### config.mk
export PLATFORM = sky130hd
export DESIGN_NAME = scr1_dmem_copier_flat
export DESIGN_NICKNAME = d
export VERILOG_FILES = /design/src/rtl/scr1_memif_pkg.sv /design/src/rtl/scr1_dmem_copier_if.sv /design/src/rtl/scr1_dmem_copier.sv /design/src/flat_wrapper.sv
export SDC_FILE = /design/constraint.sdc
export NUM_CORES = 1
export LEC_CHECK = 0
export ABC_AREA = 0
export BUFFER_PORTS_ARGS = -buffer_cell sky130_fd_sc_hd__buf_4
export CORE_MARGIN = 5
export CORE_UTILIZATION = 30
export CTS_BUF_LIST = sky130_fd_sc_hd__clkbuf_4 sky130_fd_sc_hd__clkbuf_8 sky130_fd_sc_hd__clkbuf_16
export DETAILED_ROUTE_END_ITERATION = 8
export PLACE_DENSITY = 0.52
export SYNTH_ARGS = -nofsm -noshare
export SYNTH_HDL_FRONTEND = slang
export SYNTH_SLANG_ARGS = --single-unit
### constraint.sdc
create_clock -name clk -period 7 [get_ports clk]
set_input_delay 1.4 -clock clk [delete_from_list [all_inputs] [get_ports clk]]
set_output_delay 1.4 -clock clk [all_outputs]
set_load 0.005 [all_outputs]
### src/rtl/scr1_memif_pkg.sv
// rtl/scr1_memif_pkg.sv - shared memory-interface types and bus widths
package scr1_memif_pkg;

  localparam int unsigned SCR1_DMEM_AWIDTH = 32;
  localparam int unsigned SCR1_DMEM_DWIDTH = 32;

  typedef enum logic {
    SCR1_MEM_CMD_RD = 1'b0,
    SCR1_MEM_CMD_WR = 1'b1
  } type_scr1_mem_cmd_e;

  typedef enum logic [1:0] {
    SCR1_MEM_WIDTH_BYTE  = 2'b00,
    SCR1_MEM_WIDTH_HWORD = 2'b01,
    SCR1_MEM_WIDTH_WORD  = 2'b10
  } type_scr1_mem_width_e;

  typedef enum logic [1:0] {
    SCR1_MEM_RESP_NOTRDY = 2'b00,
    SCR1_MEM_RESP_RDY_OK = 2'b01,
    SCR1_MEM_RESP_RDY_ER = 2'b10
  } type_scr1_mem_resp_e;

endpackage

### src/rtl/scr1_dmem_copier_if.sv
// rtl/scr1_dmem_copier_if.sv - data-memory request/response bus between copier and responder
interface scr1_dmem_copier_if;
  import scr1_memif_pkg::*;

  logic                        dmem_req;
  type_scr1_mem_cmd_e          dmem_cmd;
  type_scr1_mem_width_e        dmem_width;
  logic [SCR1_DMEM_AWIDTH-1:0] dmem_addr;
  logic [SCR1_DMEM_DWIDTH-1:0] dmem_wdata;
  logic                        dmem_req_ack;
  logic [SCR1_DMEM_DWIDTH-1:0] dmem_rdata;
  type_scr1_mem_resp_e         dmem_resp;

  modport master (
    output dmem_req, dmem_cmd, dmem_width, dmem_addr, dmem_wdata,
    input  dmem_req_ack, dmem_rdata, dmem_resp
  );

  modport slave (
    input  dmem_req, dmem_cmd, dmem_width, dmem_addr, dmem_wdata,
    output dmem_req_ack, dmem_rdata, dmem_resp
  );

endinterface

### src/rtl/scr1_dmem_copier.sv
// rtl/scr1_dmem_copier.sv - word-by-word memory copy engine, one outstanding bus transaction
module scr1_dmem_copier
  import scr1_memif_pkg::*;
(
  input  logic        clk,
  input  logic        rst_n,
  input  logic        cfg_start,
  input  logic [31:0] cfg_src_addr,
  input  logic [31:0] cfg_dst_addr,
  input  logic [15:0] cfg_len,
  output logic        busy,
  output logic        done,
  output logic        err,
  output logic [15:0] xfer_cnt,
  scr1_dmem_copier_if.master dmem
);

  typedef enum logic [2:0] {
    ST_IDLE,
    ST_RD_REQ,
    ST_RD_WAIT,
    ST_WR_REQ,
    ST_WR_WAIT,
    ST_DONE
  } state_e;

  localparam logic [SCR1_DMEM_AWIDTH-1:0] WORD_STRIDE = SCR1_DMEM_AWIDTH'(4);

  state_e                      state_q, state_d;
  logic [SCR1_DMEM_AWIDTH-1:0] src_q, src_d;
  logic [SCR1_DMEM_AWIDTH-1:0] dst_q, dst_d;
  logic [15:0]                 len_q, len_d;
  logic [SCR1_DMEM_DWIDTH-1:0] data_q, data_d;
  logic                        err_q, err_d;
  logic [15:0]                 cnt_q, cnt_d;
  logic                        req;
  type_scr1_mem_cmd_e          cmd;

  always_comb begin
    state_d = state_q;
    src_d   = src_q;
    dst_d   = dst_q;
    len_d   = len_q;
    data_d  = data_q;
    err_d   = err_q;
    cnt_d   = cnt_q;
    req     = 1'b0;
    cmd     = SCR1_MEM_CMD_RD;

    case (state_q)
      ST_IDLE: begin
        if (cfg_start) begin
          src_d = cfg_src_addr;
          dst_d = cfg_dst_addr;
          len_d = cfg_len;
          err_d = 1'b0;
          cnt_d = 16'd0;
          if ((cfg_src_addr[1:0] != 2'b00) || (cfg_dst_addr[1:0] != 2'b00)) begin
            err_d   = 1'b1;
            state_d = ST_DONE;
          end else if (cfg_len == 16'd0) begin
            state_d = ST_DONE;
          end else begin
            state_d = ST_RD_REQ;
          end
        end
      end
      ST_RD_REQ: begin
        req = 1'b1;
        if (dmem.dmem_req_ack) state_d = ST_RD_WAIT;
      end
      ST_RD_WAIT: begin
        if (dmem.dmem_resp == SCR1_MEM_RESP_RDY_OK) begin
          data_d  = dmem.dmem_rdata;
          state_d = ST_WR_REQ;
        end else if (dmem.dmem_resp == SCR1_MEM_RESP_RDY_ER) begin
          err_d   = 1'b1;
          state_d = ST_DONE;
        end
      end
      ST_WR_REQ: begin
        req = 1'b1;
        cmd = SCR1_MEM_CMD_WR;
        if (dmem.dmem_req_ack) state_d = ST_WR_WAIT;
      end
      ST_WR_WAIT: begin
        if (dmem.dmem_resp == SCR1_MEM_RESP_RDY_OK) begin
          cnt_d   = cnt_q + 16'd1;
          src_d   = src_q + WORD_STRIDE;
          dst_d   = dst_q + WORD_STRIDE;
          len_d   = len_q - 16'd1;
          // len_q still holds the count including the word just written
          state_d = (len_q == 16'd1) ? ST_DONE : ST_RD_REQ;
        end else if (dmem.dmem_resp == SCR1_MEM_RESP_RDY_ER) begin
          err_d   = 1'b1;
          state_d = ST_DONE;
        end
      end
      ST_DONE: state_d = ST_IDLE;
      default: state_d = ST_IDLE;
    endcase
  end

  always_ff @(posedge clk or negedge rst_n) begin
    if (!rst_n) begin
      state_q <= ST_IDLE;
      src_q   <= '0;
      dst_q   <= '0;
      len_q   <= '0;
      data_q  <= '0;
      err_q   <= 1'b0;
      cnt_q   <= '0;
    end else begin
      state_q <= state_d;
      src_q   <= src_d;
      dst_q   <= dst_d;
      len_q   <= len_d;
      data_q  <= data_d;
      err_q   <= err_d;
      cnt_q   <= cnt_d;
    end
  end

  assign busy            = (state_q != ST_IDLE);
  assign done            = (state_q == ST_DONE);
  assign err             = err_q;
  assign xfer_cnt        = cnt_q;
  assign dmem.dmem_req   = req;
  assign dmem.dmem_cmd   = cmd;
  assign dmem.dmem_width = SCR1_MEM_WIDTH_WORD;
  assign dmem.dmem_addr  = (cmd == SCR1_MEM_CMD_WR) ? dst_q : src_q;
  assign dmem.dmem_wdata = data_q;

endmodule

### src/flat_wrapper.sv
// flat-port wrapper written by rule: the top's interface ports become plain ports
module scr1_dmem_copier_flat import scr1_memif_pkg::*;
  (clk, rst_n, cfg_start, cfg_src_addr, cfg_dst_addr, cfg_len, busy, done, err, xfer_cnt, dmem_dmem_req, dmem_dmem_cmd, dmem_dmem_width, dmem_dmem_addr, dmem_dmem_wdata, dmem_dmem_req_ack, dmem_dmem_rdata, dmem_dmem_resp);
  scr1_dmem_copier_if dmem_i ();
  input  logic clk;
  input  logic rst_n;
  input  logic cfg_start;
  input  logic [31:0] cfg_src_addr;
  input  logic [31:0] cfg_dst_addr;
  input  logic [15:0] cfg_len;
  output logic busy;
  output logic done;
  output logic err;
  output logic [15:0] xfer_cnt;
  output wire logic [$bits(dmem_i.dmem_req)-1:0] dmem_dmem_req;
  output wire logic [$bits(dmem_i.dmem_cmd)-1:0] dmem_dmem_cmd;
  output wire logic [$bits(dmem_i.dmem_width)-1:0] dmem_dmem_width;
  output wire logic [$bits(dmem_i.dmem_addr)-1:0] dmem_dmem_addr;
  output wire logic [$bits(dmem_i.dmem_wdata)-1:0] dmem_dmem_wdata;
  input wire logic [$bits(dmem_i.dmem_req_ack)-1:0] dmem_dmem_req_ack;
  input wire logic [$bits(dmem_i.dmem_rdata)-1:0] dmem_dmem_rdata;
  input wire logic [$bits(dmem_i.dmem_resp)-1:0] dmem_dmem_resp;
  assign dmem_dmem_req = dmem_i.dmem_req;
  assign dmem_dmem_cmd = dmem_i.dmem_cmd;
  assign dmem_dmem_width = dmem_i.dmem_width;
  assign dmem_dmem_addr = dmem_i.dmem_addr;
  assign dmem_dmem_wdata = dmem_i.dmem_wdata;
  assign dmem_i.dmem_req_ack = dmem_dmem_req_ack;
  assign dmem_i.dmem_rdata = dmem_dmem_rdata;
  assign dmem_i.dmem_resp = dmem_dmem_resp;
  scr1_dmem_copier u_core (.clk(clk), .rst_n(rst_n), .cfg_start(cfg_start), .cfg_src_addr(cfg_src_addr), .cfg_dst_addr(cfg_dst_addr), .cfg_len(cfg_len), .busy(busy), .done(done), .err(err), .xfer_cnt(xfer_cnt), .dmem(dmem_i));
endmodule
**Word-level counts from Yosys, hierarchy flattened**

Index checks and enable logic that the tools add are counted.

- Add/subtract/negate cells: 4
- Multiply operators: 0
- Div/mod/pow operators: 0
- Order comparisons: 0
- Equal/unequal tests: 14
- Shift operators: 0
- Muxes and demuxes: 30
- Bitwise logic cells: 0
- Reduce and logical (&&, ||, !) cells: 14

Operator list:

| operator | count |
|---|---|
| $mux W32 | 5 |
| $pmux W32 S2 | 2 |
| $add A32 B3 Y32 const B | 2 |
| $mux W16 | 4 |
| $pmux W16 S2 | 2 |
| $mux W3 | 9 |
| $add A16 B1 Y16 const B | 1 |
| $eq A16 B1 Y1 const B | 1 |
| $logic_not A16 Y1 | 1 |
| $sub A16 B1 Y16 const B | 1 |
| $pmux W3 S5 | 1 |
| $ne A2 B2 Y1 const B | 4 |
| $reduce_bool A2 Y1 | 4 |
| $eq A3 B2 Y1 const B | 2 |
| $eq A3 B3 Y1 const B | 2 |
| $mux W1 | 6 |
| $reduce_and A3 Y1 | 2 |
| $ne A2 B1 Y1 const B | 2 |
| $reduce_and A4 Y1 | 1 |
| $reduce_or A2 Y1 | 2 |
| $eq A3 B1 Y1 const B | 1 |
| $logic_not A3 Y1 | 1 |
| $reduce_bool A3 Y1 | 1 |
| $eq A2 B1 Y1 const B | 1 |
| 4 further kinds | 4 |

- Bits in registers: 132
- Bits in latches: 0
- Memory bits (writable): 0
- Bits in read-only memories: 0
- Bits of input ports: 118
- Output and inout port bits: 87
- Word-level logic and storage cells: 69
- Memories: 0

**Depth between registers and ports, before layout**

Gate-level depths: netlist (run 1).

- Depth after elaboration: 5
- Gate-level depth with buffers: 8
- Mapped depth without buffers: 7

**Worst setup path after synthesis (run 1)**

Ideal clock, no wire load.

- Kind: register -> output
- Start point: reg u_core.state_q[2]
- End point: out dmem_dmem_addr[11]
- Data arrival time: 1.655 ns
- Data required time: 5.600 ns
- Setup slack: 3.945 ns
- Cell stages (with the launch flop): 6
- Path buffers: 2
- Cell sequence: dfrtp_1 clkbuf_1 nor2b_1 nand2_1 clkbuf_1 mux2_2

- Cells in the longest elaborated chain, start to end: 3

RTL lines:

| what | line | text |
|---|---|---|
| start: declaration | scr1_dmem_copier.sv:29 | `state_e state_q, state_d;` |
| start signal: assignment | scr1_dmem_copier.sv:114 | `state_q <= state_d;` |
| $eq A3 B2 Y1 | scr1_dmem_copier.sv:50 | `case (state_q)` |
| $mux W1 | scr1_dmem_copier.sv:50 |  |
| $mux W32 | scr1_dmem_copier.sv:131 | `assign dmem.dmem_addr = (cmd == SCR1_MEM_CMD_WR) ? dst_q : src_q;` |
| end: declaration | flat_wrapper.sv:18 | `output wire logic [$bits(dmem_i.dmem_addr)-1:0] dmem_dmem_addr;` |

No other way between the ends.

**Worst setup path after layout (run 1)**

- Start point: reg u_core.state_q[1]
- End point: out dmem_dmem_addr[14]

Same word-level chain as after synthesis.

==> results of run 1 <==
-- Yosys cell counts (3+ instances only) --
cell       instances
a21oi_1           80
and4_1             7
clkbuf_1          42
nand4_1           21
a31oi_1            9
or3_1             10
xor2_1             6
and2_1             8
nor3_1            17
mux2i_1            5
buf_1             10
nor2_1            71
a211oi_1           4
a311oi_1           6
nand2_1           88
a22oi_1            3
xnor2_1            6
nor4_1            11
mux2_2            62
dfrtp_1          132
nor2b_1            3
o22a_1            12
ha_1               5
o21ai_0           54
nand3_1           42
nand2b_1           3
nor3b_1            6
a2bb2oi_1         14
or4_1              7
and3_1            15
inv_1             16
o21a_1             3
o22ai_1           20
a41oi_1            3
o211ai_1           6
buf_2              8
o2bb2ai_1          3
-- state kept, by name, summed over array words and instances (netlist names) --
signal	count
u_core.dmem.dmem_wdata	32
u_core.len_q	16
u_core.state_q	3
u_core.dst_q	32
u_core.xfer_cnt	16
u_core.err	1
u_core.src_q	32
-- per-layer routing --
metal,vias to the layer above,routed length [um]
met2,204,12510
met1,3530,11630
met5,-,0
li1,3483,-
met3,19,1282
met4,0,296
-- worst paths after layout --
check	startpoint	to	slack, ns
worst max-delay path	u_core.state_q[1]	dmem_dmem_addr[14]	3.32
worst min register to register	u_core.dst_q[1]	u_core.dst_q[1]	0.48
max in group asynchronous	rst_n	u_core.xfer_cnt[11]	4.69
min in group asynchronous	rst_n	u_core.dst_q[4]	0.97
worst max register to register	u_core.state_q[2]	u_core.src_q[30]	4.14
worst min-delay path	u_core.dst_q[1]	u_core.dst_q[1]	0.48
-- through the flow --
stage               hold WS (ns)  area (um^2)
finish                    0.4782         9972
floorplan                 0.4401         7606
global placement          0.4552         9389
CTS                       0.4817         9972
detailed placement        0.4643         9389
global route              0.4938         9972
-- report_power, final --
part | leakage (nW) | switching, W | internal (W) | total, W
sequential | 1.58 | 0.000381 | 0.00110 | 0.00148
combinational | 2.41 | 0.000860 | 0.000831 | 0.00169
clock | 0.282 | 0.000404 | 0.000505 | 0.000909
-- cells in the final DEF (no fill, tap or decap), types with 3 or more instances in the layout --
master       n
mux2i_1      5
o22a_1      12
dfrtp_1    132
nor3b_1      4
ha_1         5
xnor2_1      6
nor2_1      70
inv_6        7
a22oi_1      3
o211ai_1     6
and4_1       7
and3_1      15
inv_1       16
a211oi_1     4
nor4_1      11
o22ai_1     20
nand2_1     88
xor2_1       6
nand2b_1     3
a311oi_1     6
clkbuf_16   17
mux2_2      62
nor3_1      17
a31oi_1      9
nor2b_1      3
nand3_1     42
or3_1       10
a21oi_1     80
inv_8        3
buf_4      211
a2bb2oi_1   14
nand4_1     21
o2bb2ai_1    3
and2_1       8
or4_1        7
a41oi_1      3
o21ai_0     54
-- critical path: stages (launching register included) --
cell and delay [ns]:
dfrtp_1 0.50, nor2b_1 0.23, nand2_1 0.09, buf_4 0.44, mux2_2 0.43, buf_4 0.14
-- cell families (layout without fill, tap and decap cells) --
group	after synthesis	in the layout
compound gates	237	237
simple gates	320	320
mux	67	67
xor+xnor	12	12
other cells	2	2
fa+ha+maj	5	5
buf+inv	78	260
flops	132	132
-- cell type report --
class | instances | area (um^2) | share of cell area, %
multi-input combinational | 643 | 4018 | 40.29
sequential | 132 | 3303 | 33.12
timing repair buffer | 212 | 1595 | 16.00
clock buffer | 17 | 425.4 | 4.266
tap | 330 | 412.9 | 4.141
clock inverter | 15 | 157.7 | 1.581
inverter | 16 | 60.06 | 0.6023
==> metrics.csv, run 1 <==
metric;value;unit
status;completed;
insertion_delay;0.43;ns
drtPass1Iterations;5;
vias;7236;
hpwl;17880;um
cts_tree;done;
powerDensity;408.8;nW/um^2
post_cts_resized;0;
ys_seq_area_share;43.43;%
synth_top_family_by_area;simple AND/OR/NAND/NOR gates;
ys_top_cells_by_area;dfrtp_1 (43%), mux2_2 (9.2%), a21oi_1 (5.3%), nand2_1 (4.3%), o21ai_0 (3.6%);
critPathLaunchType;flip-flop;
io_pins;205;
core-area;25110;um^2
synth_ff_type;dfrtp_1;
grtUsageMet1;24.97;%
cts_made_buffers;17;
synth_compound_area_share;19.46;%
antennaDiodeCount;0;
grt_pass1_wl;40490;um
place.gp.congestion;0.7811;
clock-sinks;132;
post-cts-setup-buffer-count;0;
fin_ws;3.322;ns
yosysTopAreaCellShare;43.43;%
utilization;39.72;%
drtIter0Drc;441;
hold_buffers;0;
cap_violations;0;
synthMuxAreaShare;9.837;%
ys_types;62;
die_x;169.2;um
irDropWorstVdd;164.6;uV
async_reset_ff_share;100.0;%
whs_path_depth;2;
holdCritPathClass;reg2reg;
yosys_warnings;0;
fin_cells;1365;
met2_usage;28.21;%
start_util;30.29;%
synth_nets;976;
dp.cells;1333;
ant_nets;0;
grt_pass1_vias;6997;
die_h;169.2;um
required;5.60;ns
worstRegToRegCells;6;
drc;0;
grt_util_all_layers;17.67;%
wl;25720;um
nets;1145;
grt_setup_unrepaired;false;
crit_type;reg2out;
worst_pin_slew;0.8729;ns
hold_violations;0;
synthSimpleGateAreaFrac;20.89;%
grt_overflow;0;
synth_top_cell_by_area;dfrtp_1;
cts_max_path_buffers;2;
p_leak;4.276;nW
top_usage_layer;met2;
synth_fa_ha_area_share;0.8225;%
setup_viol;0;
power;0.004076;W
synth_edf_count;0;
ys_ff_latch;132;
placementRows;58;
root_buffer;clkbuf_16;
avgSynthCellArea;8.917;um^2
cp.arrival;2.28;ns
area_growth;31.11;%
fmaxAchievable;271.9;MHz
wire_per_inst;18.84;um
final_layout_size_suffix_gt1_share;30.92;%
place_ws;3.305;ns
netlist_instances;853;
fill_cells;2607;
fin_worst_skew;0.01249;ns
finalCritPeriodShare;52.55;%
use_met3;3.284;%
clk_pin_slew_worst_paths;0.06;ns
synthXorXnorAreaFrac;1.382;%
place.port_buffers;202;
worst_setup_path_end_kind;output port;
viasPerCell;5.301;
tns;0;ns
antenna_found_initial;0;
grt_max_degree;86;
die_area;28640;um^2
syn_area;7606;um^2
maxSlewHeadroom;41.59;%
drv_slew;0;
period_minus_slack;3.678;ns
crit_fanout;35;
cts_max_level;4;
Power figures use the tool's default switching activity.
==> run 2: changes to the inputs <==
- clock period: 7 -> 3.5 ns (I/O delays scaled with it)
==> run 2 against run 1 <==
Via count barely moved. Critical path depth stayed put. Sequential share of layout area decreased by 0.52 points. Combinational power grew 99%. Design area up 1.6%. Utilization rose by 0.64 points.
==> metrics.csv, run 2 (same netlist as run 1, synthesis figures left out) <==
metric;value;unit
die_area;28640;um^2
drtPass1Iterations;5;
worst_pin_slew;0.7466;ns
crit_fanout;26;
clk_pin_slew_worst_paths;0.06;ns
grt_max_degree;132;
hold_buffers;0;
post_cts_resized;0;
place.port_buffers;202;
holdCritPathClass;in2async;
grt_util_all_layers;17.73;%
cap_violations;0;
viasPerCell;5.285;
setup_viol;0;
ff_latch_area;3303;um^2
core-area;25110;um^2
io_pins;205;
antennaDiodeCount;0;
clock-sinks;132;
placementRows;58;
layout_common_cells;buf_4 (213), dfrtp_1 (132), nand2_1 (88), a21oi_1 (80), nor2_1 (70);
status;completed;
antenna_found_initial;0;
worst_setup_path_end_kind;output port;
cp.arrival;2.41;ns
critPathLaunchType;flip-flop;
drc;0;
utilization;40.35;%
cts_max_level;4;
path_delay_family;simple AND/OR/NAND/NOR gates;
fin_ws;0.3892;ns
grt_overflow;0;
fin_worst_skew;0.01069;ns
drtIter0Drc;458;
tns;0;ns
grt_setup_unrepaired;false;
fmaxAchievable;321.5;MHz
cts_max_path_buffers;2;
wire_per_inst;18.99;um
place.gp.congestion;0.8152;
ant_nets;0;
nets;1150;
drv_slew;0;
crit_chain;nor2b_1 > nand2_1 > buf_12 > mux2_2 > buf_4;
final_common_cell;buf_4;
final_layout_size_suffix_gt1_share;31.25;%
path_buf_inv;2;
period_minus_slack;3.111;ns
post-cts-setup-buffer-count;0;
p_leak;4.354;nW
multi_input_area;4018;um^2
grt_pass1_vias;7001;
start_util;30.29;%
cts_made_buffers;17;
required;2.80;ns
powerDensity;831.0;nW/um^2
area_growth;33.21;%
hold_violations;0;
die_x;169.2;um
grt_pass1_wl;40510;um
die_h;169.2;um
cts_tree;done;
finalCritPeriodShare;88.88;%
maxSlewHeadroom;50.18;%
max_stage_delay;0.52;ns
vias;7240;
insertion_delay;0.42;ns
crit_type;reg2out;
holdWs;0.2120;ns
crit_slowest_cell;dfrtp_1;
root_buffer;clkbuf_16;
irDropWorstVdd;390.3;uV
hpwl;18700;um
place_ws;0.8484;ns
wl;26020;um
fill_cells;2583;
## run 2: changes by cell type in the layout (fill, tap and decap cells not counted), sizes merged
cell	change
inv	-10
buf	+5
bufinv	+4
clkbuf	+3
clkinv	+3
## run 2: power breakdown
group          total (W)  internal [W]  switching [W]  leakage [nW]
Combinational    0.00337       0.00169        0.00168          2.45
Clock            0.00204       0.00132       0.000717         0.322
Sequential       0.00300       0.00219       0.000814          1.58
Total            0.00842       0.00521        0.00321          4.35
## run 2: metal layers
layer / up-vias / track usage, % / wire (um)
met5: - / 0 / 0
met4: 0 / 4.340 / 400
met3: 25 / 3.774 / 1186
met2: 192 / 28.99 / 12640
met1: 3510 / 24.13 / 11780
li1: 3513 / - / -
## run 2: cell type report
| cell class | count | area share (%) |
|---|---|---|
| clock inverter | 12 | 1.988 |
| timing repair buffer | 217 | 16.49 |
| sequential | 132 | 32.60 |
| tap | 330 | 4.075 |
| multi-input combinational | 643 | 39.65 |
| inverter | 16 | 0.5927 |
| clock buffer | 20 | 4.606 |
## run 2: worst paths after layout
kind                       slack [ns]                  to  cells past startpoint               from
min                              0.21     u_core.dst_q[5]                      1              rst_n
min reg2reg                      0.48     u_core.src_q[1]                      2    u_core.src_q[1]
min in group clk                 0.48     u_core.src_q[1]                      2    u_core.src_q[1]
max in group asynchronous        2.55  u_core.xfer_cnt[9]                      2              rst_n
max reg2reg                      1.06    u_core.len_q[14]                      5  u_core.state_q[2]
max                              0.39   dmem_dmem_addr[5]                      5  u_core.state_q[1]
## run 2: stage by stage
step	total power [W]	instances	cell area (um^2)
final	0.008420	1370	10130
after global routing	0.009008	1370	10130
after CTS	0.008489	1370	10130
after detailed placement	0.006413	1338	9464
after global placement	0.006383	1338	9464
after floorplan	0.004851	853	7606
